## src/rtl/serial_byte_deserializer.sv

```systemverilog
// Framed serial bits -> {swap,byte} FIFO entries; entry visible 1 cycle after the frame's last bit.
// Backpressure: out_ready stalls the FIFO head; a good frame arriving at a full FIFO (no pop) is dropped with overflow.
module serial_byte_deserializer #(
    parameter int FIFO_DEPTH = 4,
    parameter int PARITY_EN  = 1
) (
    input  logic       clk,
    input  logic       rst_n,
    input  logic       sin_valid,
    input  logic       sin_bit,
    input  logic       frame_start,
    output logic       out_valid,
    input  logic       out_ready,
    output logic [7:0] data_out,
    output logic       swap_out,
    output logic       parity_err,
    output logic       overflow,
    output logic       frame_abort
);

    localparam int          AW       = (FIFO_DEPTH > 1) ? $clog2(FIFO_DEPTH) : 1;
    localparam logic [AW:0] FULL_CNT = (AW + 1)'(FIFO_DEPTH);

    typedef enum logic [1:0] {IDLE, DATA, SWAP, PAR} state_t;

    state_t        state_q, state_d;
    logic [7:0]    shift_q, shift_d;
    logic [3:0]    bit_cnt_q, bit_cnt_d;
    logic          swap_q, swap_d;

    logic          start, abort, shift_en, swap_en, frame_done, done_swap, par_ok;

    logic [8:0]    mem_q [FIFO_DEPTH];
    logic [AW-1:0] wr_ptr_q, rd_ptr_q;
    logic [AW:0]   count_q;
    logic [8:0]    hold_q;
    logic [8:0]    head;
    logic          push, pop, full;

    logic          parity_err_q, overflow_q, frame_abort_q;

    always_ff @(posedge clk or negedge rst_n) begin
        if (!rst_n) begin
            state_q <= IDLE;
        end else begin
            state_q <= state_d;
        end
    end

    always_comb begin
        state_d = state_q;
        if (sin_valid) begin
            if (frame_start) begin
                state_d = DATA;
            end else begin
                case (state_q)
                    DATA:    if (bit_cnt_q == 4'd7) state_d = SWAP;
                    SWAP:    state_d = (PARITY_EN != 0) ? PAR : IDLE;
                    PAR:     state_d = IDLE;
                    default: state_d = IDLE;
                endcase
            end
        end
    end

    // A frame_start always wins: it either opens a frame or aborts the one in flight.
    always_comb begin
        start      = sin_valid & frame_start;
        abort      = start & (state_q != IDLE);
        shift_en   = sin_valid & ~frame_start & (state_q == DATA);
        swap_en    = sin_valid & ~frame_start & (state_q == SWAP);
        frame_done = sin_valid & ~frame_start &
                     (((state_q == SWAP) && (PARITY_EN == 0)) || (state_q == PAR));
        done_swap  = (state_q == PAR) ? swap_q : sin_bit;
        par_ok     = (state_q != PAR) || !(^{shift_q, swap_q, sin_bit});
    end

    always_comb begin
        shift_d   = shift_q;
        bit_cnt_d = bit_cnt_q;
        swap_d    = swap_q;
        if (start) begin
            shift_d   = {7'b0, sin_bit};
            bit_cnt_d = 4'd1;
        end else if (shift_en) begin
            shift_d   = {shift_q[6:0], sin_bit};
            bit_cnt_d = bit_cnt_q + 4'd1;
        end
        if (swap_en) begin
            swap_d = sin_bit;
        end
    end

    always_ff @(posedge clk or negedge rst_n) begin
        if (!rst_n) begin
            shift_q   <= '0;
            bit_cnt_q <= '0;
            swap_q    <= 1'b0;
        end else begin
            shift_q   <= shift_d;
            bit_cnt_q <= bit_cnt_d;
            swap_q    <= swap_d;
        end
    end

    assign full      = (count_q == FULL_CNT);
    assign out_valid = (count_q != '0);
    assign head      = mem_q[rd_ptr_q];
    assign pop       = out_valid & out_ready;
    assign push      = frame_done & par_ok & (~full | pop);

    // When empty, show the last entry that left the FIFO rather than a stale slot.
    assign data_out  = out_valid ? head[7:0] : hold_q[7:0];
    assign swap_out  = out_valid ? head[8]   : hold_q[8];

    always_ff @(posedge clk or negedge rst_n) begin
        if (!rst_n) begin
            for (int i = 0; i < FIFO_DEPTH; i++) begin
                mem_q[i] <= '0;
            end
            wr_ptr_q <= '0;
            rd_ptr_q <= '0;
            count_q  <= '0;
            hold_q   <= '0;
        end else begin
            if (push) begin
                mem_q[wr_ptr_q] <= {done_swap, shift_q};
                wr_ptr_q        <= wr_ptr_q + AW'(1);
            end
            if (pop) begin
                rd_ptr_q <= rd_ptr_q + AW'(1);
                hold_q   <= head;
            end
            case ({push, pop})
                2'b10:   count_q <= count_q + (AW + 1)'(1);
                2'b01:   count_q <= count_q - (AW + 1)'(1);
                default: count_q <= count_q;
            endcase
        end
    end

    always_ff @(posedge clk or negedge rst_n) begin
        if (!rst_n) begin
            parity_err_q  <= 1'b0;
            overflow_q    <= 1'b0;
            frame_abort_q <= 1'b0;
        end else begin
            parity_err_q  <= frame_done & ~par_ok;
            overflow_q    <= frame_done & par_ok & full & ~pop;
            frame_abort_q <= abort;
        end
    end

    assign parity_err  = parity_err_q;
    assign overflow    = overflow_q;
    assign frame_abort = frame_abort_q;

endmodule

```

## config.mk

```make
export PLATFORM = sky130hd
export DESIGN_NAME = serial_byte_deserializer
export DESIGN_NICKNAME = d
export VERILOG_FILES = /design/src/rtl/serial_byte_deserializer.sv
export SDC_FILE = /design/constraint.sdc
export NUM_CORES = 1
export LEC_CHECK = 0
export BUFFER_PORTS_ARGS = -buffer_cell sky130_fd_sc_hd__buf_2
export CAP_MARGIN = 20
export CELL_PAD_IN_SITES_DETAIL_PLACEMENT = 0
export CELL_PAD_IN_SITES_GLOBAL_PLACEMENT = 1
export CORE_ASPECT_RATIO = 0.5
export CORE_MARGIN = 2
export CORE_UTILIZATION = 50
export CTS_CLUSTER_DIAMETER = 40
export DETAILED_ROUTE_END_ITERATION = 8
export GPL_TIMING_DRIVEN = 1
export MAX_ROUTING_LAYER = met4
export PLACE_DENSITY = 0.87
export SYNTH_ARGS = -nofsm -noshare
export SYNTH_HDL_FRONTEND = slang
export SYNTH_SLANG_ARGS = --single-unit
```

## constraint.sdc

```tcl
create_clock -name clk -period 2.6 [get_ports clk]
set_clock_uncertainty 0.05 [all_clocks]
set_input_delay 0.52 -clock clk [delete_from_list [all_inputs] [get_ports clk]]
set_output_delay 0.52 -clock clk [all_outputs]
set_load 0.005 [all_outputs]
```

==> results of run 1 <==
[per-layer routing]
layer / part of all wire [%] / vias up
met5: 0 / -
met4: 1.8 / 0
met3: 3.9 / 11
met2: 47 / 40
met1: 47 / 1064
li1: - / 998
[critical path, stage by stage, from the launching register on]
cell and delay [ns]:
dfrtp_1 0.34, buf_4 0.24, mux4_2 0.58, mux2_2 0.29
buf_2 0.13
[metrics by stage]
| stage | cell area [µm²] | setup WS [ns] | hold WS, ns |
|---|---|---|---|
| 2_1_floorplan | 3450 | 0.295 | 0.174 |
| 3_3_place_gp | 3690 | 0.170 | 0.403 |
| 3_5_place_dp | 3690 | 0.0842 | 0.408 |
| 4_1_cts | 4030 | 0.0690 | 0.154 |
| 5_1_grt | 4030 | 0.0322 | 0.184 |
| 6_report | 4030 | 0.115 | 0.133 |
[cells in the final DEF (no fill, tap or decap), drive strengths merged]
master and count:
dfrtp 70, and2 4, xnor3 1, or2b 1, a21oi 6, ha 9, nor4 1, mux2 48
nand2 40, or3 1, o22a 2, a22oi 1, clkinvlp 1, bufinv 2, inv 18, fa 1
o311a 1, mux4 9, mux2i 1, buf 27, nor2 5, clkinv 2, o22ai 11, xor2 1
a31oi 1, o21ai 4, clkbuf 10, nor3b 1, and2b 1, a2bb2oi 8, nand4 1, xnor2 11
[power breakdown]
group	switching [W]	total, W	internal (W)
Sequential	0.000294	0.00170	0.00141
Clock	0.000466	0.00134	0.000872
Combinational	0.000730	0.00154	0.000811
Total	0.00149	0.00458	0.00309
[worst max path at each step]
| stage | startpoint | endpoint | slack (ns) | cells after the start |
|---|---|---|---|---|
| finish | rd_ptr_q[0] | data_out[0] | 0.12 | 4 |
| global route | shift_q[3] | count_q[2] | 0.03 | 9 |
| CTS | shift_q[3] | count_q[2] | 0.07 | 9 |
| detailed placement | shift_q[3] | count_q[2] | 0.08 | 9 |
| global placement | shift_q[3] | count_q[2] | 0.17 | 9 |
| floorplan | shift_q[3] | count_q[2] | 0.29 | 9 |
[registers in the layout, summed over array words and instances, names as in the netlist, 2 cells and up]
register	count
wr_ptr_q	2
shift_q	8
rd_ptr_q	2
bit_cnt_q	4
count_q	3
state_q	2
hold_q	9
mem_q	36
[layout make-up]
| class | count | area (µm²) | area share [%] |
|---|---|---|---|
| Sequential cell | 70 | 1750 | 43.5 |
| Multi-Input combinational cell | 170 | 1580 | 39.3 |
| Clock buffer | 10 | 239 | 5.93 |
| Timing Repair Buffer | 27 | 183 | 4.53 |
| Tap cell | 92 | 115 | 2.86 |
| Clock inverter | 6 | 93.8 | 2.33 |
| Inverter | 17 | 63.8 | 1.58 |
[kinds of logic after synthesis]
family          after synthesis  synth area share [%]
flops                        70                  50.7
mux                          58                  22.5
simple gates                 55                  8.81
compound gates               34                  6.71
buf+inv                      28                  3.52
xor+xnor                     13                  3.91
fa+ha+maj                    10                  3.84
==> results.md, run 1 <==
* Result of the run: finished, final reports clean
* Final Util at a little over 60%
* Crit-path max FO at 11
* I/O pin cnt at 19
* Worst endpoint required time at around 2.0 ns
* Worst hold path class: in2async
* YS warnings at 0
* Post-CTS setup buffer count at 0
* Met3 Use GR at 5.93%
* Cell Area, Synth at roughly 3500 µm²
* Final Hold Viols at 0
* Slew Viols, Final at 0
* Die height at roughly 63 µm
* Drt pass-1 iters at 4
* Worst slew pin tran at just under 0.6 ns
* Ranking of synthesized cells by area: dfrtp_1, mux2_2, mux4_2, nand2_1, ha_1
* Clock latency on the worst-skew pair at 0.33 ns
* Num CTS Buffers at 9
* CTS sink count at 70
* Starting Density at 51.7%
* Routed Antenna Nets at 0
* Dominant cell type by area after synthesis: dfrtp_1
* Dpl hpwl at approximately 4.6 mm
* Final GP Congestion at 0.790
* DRC at 0
* Power Dens Cells at between 1000 and 1500 nW/µm²
* Met1 usage at 27.9%
* CTS tree: built
* Initial antenna violation count at 0
* Seq/Total Area, Yosys at around 51%
* RSZ-0062 raised after global routing: no
* Most frequent cell after synthesis: dfrtp_1
* Synth Register Bits at 70
* Vias at around 2,100
* Fillers at between 400 and 500
* RR Endpoint: mem_q[8]
* Final setup vio count at 0
* CP startpoint kind: flop
* GR Overflow Total at 0
* Antenna diodes at 0
* Routed WL at just under 7 mm
* Buffers on Ports at 18
* Synth top area share at approximately half
* Post-synth ARST share at 100%
* Leakage power total at a little under 2 nW
* GRT busiest layer: met2
* Total Neg Setup Slack at 0 ns
* Cell count after synthesis at 268
* Area grow syn2layout at 16.8%
* First-pass GRT wire length at 11.7 mm
* Power Total at between 0.004 and 0.005 W
* Detailed-route vias per instance at between 5 and 6
* Post-synth top cells: dfrtp_1, mux2_2, nand2_1
* Core area at about 6700 µm²
* Post-Layout Cell Count at 392
* Period utilisation layout at ~96%
* Rows at 21
* Crit path kind: reg2out
* Peak supply drop at ~470 µV
* Initial drt markers at between 150 and 200
* Syn_nets at 284
* Crit path capture type: output pin
* H-tree Lvls at 3
* Ys flop type: dfrtp_1
* Placed insts at approximately 380
* Worst reg2reg path depth at 7
* Max-Cap Viols at 0
* Number of synthesized flops with an enable pin at 0
* Final Critical Period at roughly 2.5 ns
* Netlist cell types at 34
* All-Layer GR Usage at a little over a fifth
* Clock-pin slew on the worst setup and hold paths at roughly 0.060 ns
* Vias in the first global route at ~2,300
* Worst r2r src: shift_q[6]
* Hold-fix buffers, CTS at 0
* Met2 Use GR at between 30% and 40%
* # resized after CTS at 0
* F_max at 402 MHz
* Die Span X at 122 µm
* Crit path DAT at around 1.9 ns
* Layout cells sized above 1 at between 30% and 40%
* Die ar. at 7630 µm²
* WL per Instance at approximately 17 µm
* Max_slew headroom at around 61%
* Largest net degree at the start of global routing at 34
* Max clock buf depth at 2
* Nets at just over 300
* CTS root buf: clkbuf_16
* Syn_area_per_cell at roughly 13 µm²
* R2R setup slack at around 0.14 ns
Note: power is estimated with default switching activity, not from simulation.
==> inputs of run 2 (changes only) <==
Settings changed: SETUP_SLACK_MARGIN from default to 0.4.
==> results.md, run 2 (synthesis gave the netlist of run 1 again) <==
* Top Registers: mem_q x36, hold_q x9, shift_q x8
* RSZ-0062 raised after global routing: yes
* Detailed-route vias per instance at 5.38 (-0.10%)
* Rows at 21 (unchanged)
* CTS root buf: clkbuf_16
* Crit path DAT at 2.61 ns (+0.70 ns)
* Slew Viols, Final at 0 (unchanged)
* Power Total at 0.00480 W (+4.8%)
* I/O pin cnt at 19 (unchanged)
* Crit-path max FO at 6 (-5)
* Layout cells sized above 1 at 43.4% (+6.0 points)
* Min Hold Slack at 0.171 ns (+0.0378 ns)
* Final Critical Period at 2.44 ns (-0.0417 ns)
* Final setup vio count at 0 (unchanged)
* Drt pass-1 iters at 4 (unchanged)
* Post-Layout Cell Count at 408 (+4.1%)
* F_max at 409 MHz (+1.7%)
* Clock latency on the worst-skew pair at 0.33 ns (about the same)
* CTS sink count at 70 (unchanged)
* WL per Instance at 17.8 µm (+1.9%)
* All-Layer GR Usage at 22.2% (+1.1 points)
* Vias in the first global route at 2,255 (-0.75%)
* Core area at 6670 µm² (unchanged)
* Starting Density at 51.7% (unchanged)
* Crit path capture type: flop
* Die Span X at 122 µm (unchanged)
* Dpl hpwl at 4.42 mm (-4.8%)
* GR Overflow Total at 0 (unchanged)
* Max-Cap Viols at 0 (unchanged)
* Period utilisation layout at 94.0% (-1.6 points)
* CP startpoint kind: flop
* Max_slew headroom at 56.0% (-4.9 points)
* Routed Antenna Nets at 0 (unchanged)
* Leakage power total at 2.06 nW (+5.2%)
* Result of the run: finished, final reports clean
* Crit path kind: reg2reg
* Antenna diodes at 0 (unchanged)
* Worst endpoint required time at 2.76 ns (+0.73 ns)
* Routed WL at 7.26 mm (+6.1%)
* Most frequent cells in the layout: dfrtp_1, mux2_2, nand2_1, buf_2, inv_1
* Total Neg Setup Slack at 0 ns (unchanged)
* Clock-pin slew on the worst setup and hold paths at 0.05 ns (about the same)
* Power Dens Cells at 1120 nW/µm² (-1.1%)
* Buffers on Ports at 18 (unchanged)
* Largest Register: mem_q
* H-tree Lvls at 3 (unchanged)
* First-pass GRT wire length at 12.2 mm (+4.1%)
* Fillers at 470 (-5.6%)
* Final GP Congestion at 0.725 (-8.2%)
* Area grow syn2layout at 23.8%
* Largest net degree at the start of global routing at 45 (+32%)
* Placed insts at 375 (-0.27%)
* Num CTS Buffers at 9 (unchanged)
* CTS tree: built
* Initial drt markers at 111 (-30%)
* Initial antenna violation count at 0 (unchanged)
* Nets at 327 (+5.1%)
* Peak supply drop at 425 µV (-11%)
* DRC at 0 (unchanged)
* Hold-fix buffers, CTS at 0 (unchanged)
* Commonest non-fill, non-tap cell in the layout: dfrtp_1
* Largest register FFs at 36 (unchanged)
* Vias at 2,197 (+4.0%)
* Max clock buf depth at 2 (unchanged)
* Die height at 62.8 µm (unchanged)
* Worst slew pin tran at 0.660 ns (+0.0742 ns)
* Die ar. at 7630 µm² (unchanged)
* Worst hold path class: in2async
* Final Hold Viols at 0 (unchanged)
[run 2: cell count changes in the layout (fill, tap and decap cells not counted), sizes merged]
cell	previous run	this run
clkinvlp	1	0
nand2	40	44
clkbuf	10	12
inv	18	17
buf	27	39
[run 2: report_power, final]
group / leakage, nW / internal (W) / switching (W) / total, W
Clock: 0.157 / 0.000862 / 0.000433 / 0.00130
Sequential: 0.929 / 0.00141 / 0.000282 / 0.00169
Combinational: 0.974 / 0.000942 / 0.000869 / 0.00181
[run 2: repair_timing]
| item | CTS | global route |
|---|---|---|
| pin swaps | 4 | 3 |
| gates cloned | 5 | 0 |
| resized for setup | 13 | 12 |
| setup endpoints to repair | 47 | 51 |
| setup buffers | 6 | 6 |
[run 2: worst max-delay path: stages, from the launching register on]
cell	delay (ns)
dfrtp_2	0.45
xor2_2	0.19
xnor3_1	0.47
xnor2_2	0.26
o311a_4	0.30
buf_12	0.19
nand2_8	0.09
mux2_4	0.33
[run 2: area by class of cell]
type / count / area [µm²] / share of cell area, %
inverter: 17 / 63.8 / 1.49
clock buffer: 12 / 246 / 5.77
timing repair buffer: 39 / 313 / 7.32
tap: 92 / 115 / 2.69
sequential: 70 / 1760 / 41.1
clock inverter: 4 / 70.1 / 1.64
multi-input combinational: 174 / 1710 / 39.9
[run 2: routing by layer]
layer / global-route usage, % / up-vias / wire (µm)
met3: 6.66 / 12 / 447
met1: 30.2 / 1101 / 3340
met5: - / - / 0
met4: 6.18 / 0 / 98
met2: 32.7 / 55 / 3380
li1: - / 1029 / -
[run 2: path summary, 6_finish.rpt]
path,endpoint,cells after the start,slack [ns],start
worst min-delay path,state_q[1],1,0.17,rst_n
worst max register to register,mem_q[1],7,0.16,shift_q[3]
worst min register to register,hold_q[8],2,0.42,hold_q[8]
min in group clk,hold_q[8],2,0.42,hold_q[8]
worst max-delay path,mem_q[1],7,0.16,shift_q[3]
max in group asynchronous,rd_ptr_q[1],2,1.66,rst_n
[run 2: through the flow]
stage                     worst slack (ns)  util [%]  instance area, µm²
final                                0.157      64.0                4270
after global routing                0.0973      64.0                4270
after CTS                            0.177      62.8                4190
after detailed placement             0.110      55.3                3690
after global placement               0.222      55.3                3690
after floorplan                      0.343         -                3460
==> inputs of run 3 (changes only) <==
Settings changed: CORE_UTILIZATION 50 to 54, PLACE_DENSITY 0.87 to 0.92.
Clock period 2.6 ns to 3 ns, I/O delays scaled along.
==> results.md, run 3 (synthesis gave the netlist of run 1 again) <==
* Crit path kind: reg2reg
* All-Layer GR Usage at 23.6% (+1.4 points)
* Commonest non-fill, non-tap cell in the layout: dfrtp_1
* Largest Register: mem_q
* Largest register FFs at 36 (unchanged)
* CTS sink count at 70 (unchanged)
* CP startpoint kind: flop
* Clock latency on the worst-skew pair at 0.33 ns (about the same)
* Power Dens Cells at 1010 nW/µm² (-9.9%)
* Peak supply drop at 387 µV (-8.8%)
* GR Overflow Total at 0 (unchanged)
* Final Critical Period at 2.59 ns (+0.146 ns)
* Most frequent cells in the layout: dfrtp_1, mux2_2, nand2_1, buf_2, inv_1
* RSZ-0062 raised after global routing: yes
* Final setup vio count at 0 (unchanged)
* Worst hold path class: in2async
* Initial antenna violation count at 0 (unchanged)
* Initial drt markers at 162 (+46%)
* Top Registers: mem_q x36, hold_q x9, shift_q x8
* CP delay by family, top: XOR/XNOR gates
* Result of the run: finished, final reports clean
* CTS tree: built
* Area grow syn2layout at 17.2%
* Final GP Congestion at 0.752 (+3.7%)
* Die ar. at 7090 µm² (-7.1%)
* Num CTS Buffers at 9 (unchanged)
* Crit path DAT at 2.75 ns (+0.14 ns)
* Largest net degree at the start of global routing at 71 (+58%)
* Crit path capture type: flop
* Leakage power total at 1.97 nW (-4.6%)
* Core area at 6130 µm² (-8.1%)
* Clock-pin slew on the worst setup and hold paths at 0.06 ns (about the same)
* Slowest cell on crit path: xnor3_2
* DRC at 0 (unchanged)
* Hold-fix buffers, CTS at 0 (unchanged)
* First-pass GRT wire length at 11.6 mm (-5.0%)
* WL per Instance at 18.5 µm (+4.0%)
* Fillers at 428 (-8.9%)
* Routed Antenna Nets at 0 (unchanged)
* Rows at 20 (-4.8%)
* Die Span X at 117 µm (-3.7%)
* Die height at 60.5 µm (-3.5%)
* Nets at 308 (-5.8%)
* Routed WL at 7.13 mm (-1.8%)
* Detailed-route vias per instance at 5.53 (+2.7%)
* Final Hold Viols at 0 (unchanged)
* CP cell instances: xor2_1, xnor3_2, xnor2_2, a21oi_2, inv_1, fa_1, nor2_1, a22oi_1, xnor2_1
* CTS root buf: clkbuf_16
* Worst slew pin tran at 0.532 ns (-0.128 ns)
* Slew Viols, Final at 0 (unchanged)
* Max-Cap Viols at 0 (unchanged)
* Crit-path max FO at 7 (+1)
* Largest stage delay, worst path at 0.49 ns (+0.02 ns)
* Buffers on Ports at 18 (unchanged)
* Crit path buffers/inverters at 1 (unchanged)
* Starting Density at 56.3% (+4.6 points)
* Vias at 2,129 (-3.1%)
* Drt pass-1 iters at 4 (unchanged)
* Period utilisation layout at 86.3% (-7.7 points)
* Antenna diodes at 0 (unchanged)
* H-tree Lvls at 3 (unchanged)
* Dpl hpwl at 4.32 mm (-2.3%)
* Layout cells sized above 1 at 37.0% (-6.3 points)
* I/O pin cnt at 19 (unchanged)
* Min Hold Slack at 0.226 ns (+0.0554 ns)
* Max clock buf depth at 2 (unchanged)
* Vias in the first global route at 2,188 (-3.0%)
* Total Neg Setup Slack at 0 ns (unchanged)
* Max_slew headroom at 64.5% (+8.5 points)
* F_max at 386 MHz (-5.6%)
* Worst endpoint required time at 3.16 ns (+0.40 ns)
-- run 3: changes by cell type in the layout (fill, tap and decap cells not counted), moves of 2 or more --
| cell | before | now |
|---|---|---|
| buf_12 | 3 | 1 |
| buf_4 | 15 | 4 |
| bufinv_16 | 2 | 4 |
| clkinv_2 | 2 | 0 |
| dfrtp_1 | 65 | 67 |
| dfrtp_2 | 5 | 3 |
| nand2_8 | 7 | 4 |
| xnor2_1 | 8 | 10 |
| xnor2_2 | 3 | 1 |
-- run 3: per-layer routing --
metal	GRT usage, %	share of wire (%)	vias up
li1	-	-	985
met1	30.5	48	1084
met2	35.9	46	47
met3	7.89	3.9	13
met4	7.06	2.2	0
met5	-	0	-
-- run 3: area by class of cell --
cell class                 count  area [µm²]  share of cell area [%]
clock buffer                  11         243                    6.00
tap                           88         110                    2.72
inverter                      17        63.8                    1.58
timing repair buffer          24         151                    3.74
clock inverter                 5         129                    3.18
sequential                    70        1760                    43.4
multi-input combinational    170        1590                    39.4
-- run 3: report_power, final --
group	leakage (nW)	total (W)	switching, W	internal, W
Sequential	0.932	0.00149	0.000268	0.00122
Combinational	0.854	0.00130	0.000630	0.000667
Clock	0.180	0.00131	0.000390	0.000922
-- run 3: timing repair --
item                                    CTS  global route
gates resized for setup                   1             6
buffers inserted                          0             2
endpoints found under the setup margin   10             5
pin swaps                                 0             1
-- run 3: worst paths after layout --
kind / startpoint / to / slack (ns) / cells after the start
min reg2reg: hold_q[1] / hold_q[1] / 0.42 / 2
max: shift_q[3] / count_q[2] / 0.41 / 9
min in group clk: hold_q[1] / hold_q[1] / 0.42 / 2
max reg2reg: shift_q[3] / count_q[2] / 0.41 / 9
min: rst_n / wr_ptr_q[0] / 0.23 / 2
max in group asynchronous: rst_n / shift_q[3] / 2.35 / 2
-- run 3: metrics by stage --
stage | std cells | utilization [%] | power, W | instance area, µm² | setup slack (ns)
after floorplan | 268 | - | 0.00239 | 3450 | 0.657
after global placement | 367 | 59.3 | 0.00263 | 3640 | 0.474
after detailed placement | 367 | 59.3 | 0.00270 | 3640 | 0.423
after CTS | 383 | 65.6 | 0.00407 | 4020 | 0.420
after global routing | 385 | 66.0 | 0.00432 | 4050 | 0.273
final | 385 | 66.0 | 0.00410 | 4050 | 0.411
-- run 3: worst reg2reg max path, stage by stage, from the launching register on --
cell and delay, ns:
dfrtp_2 0.46, xor2_1 0.20, xnor3_2 0.49, xnor2_2 0.21, a21oi_2 0.21, inv_1 0.08, fa_1 0.39, nor2_1 0.13
a22oi_1 0.10, xnor2_1 0.15
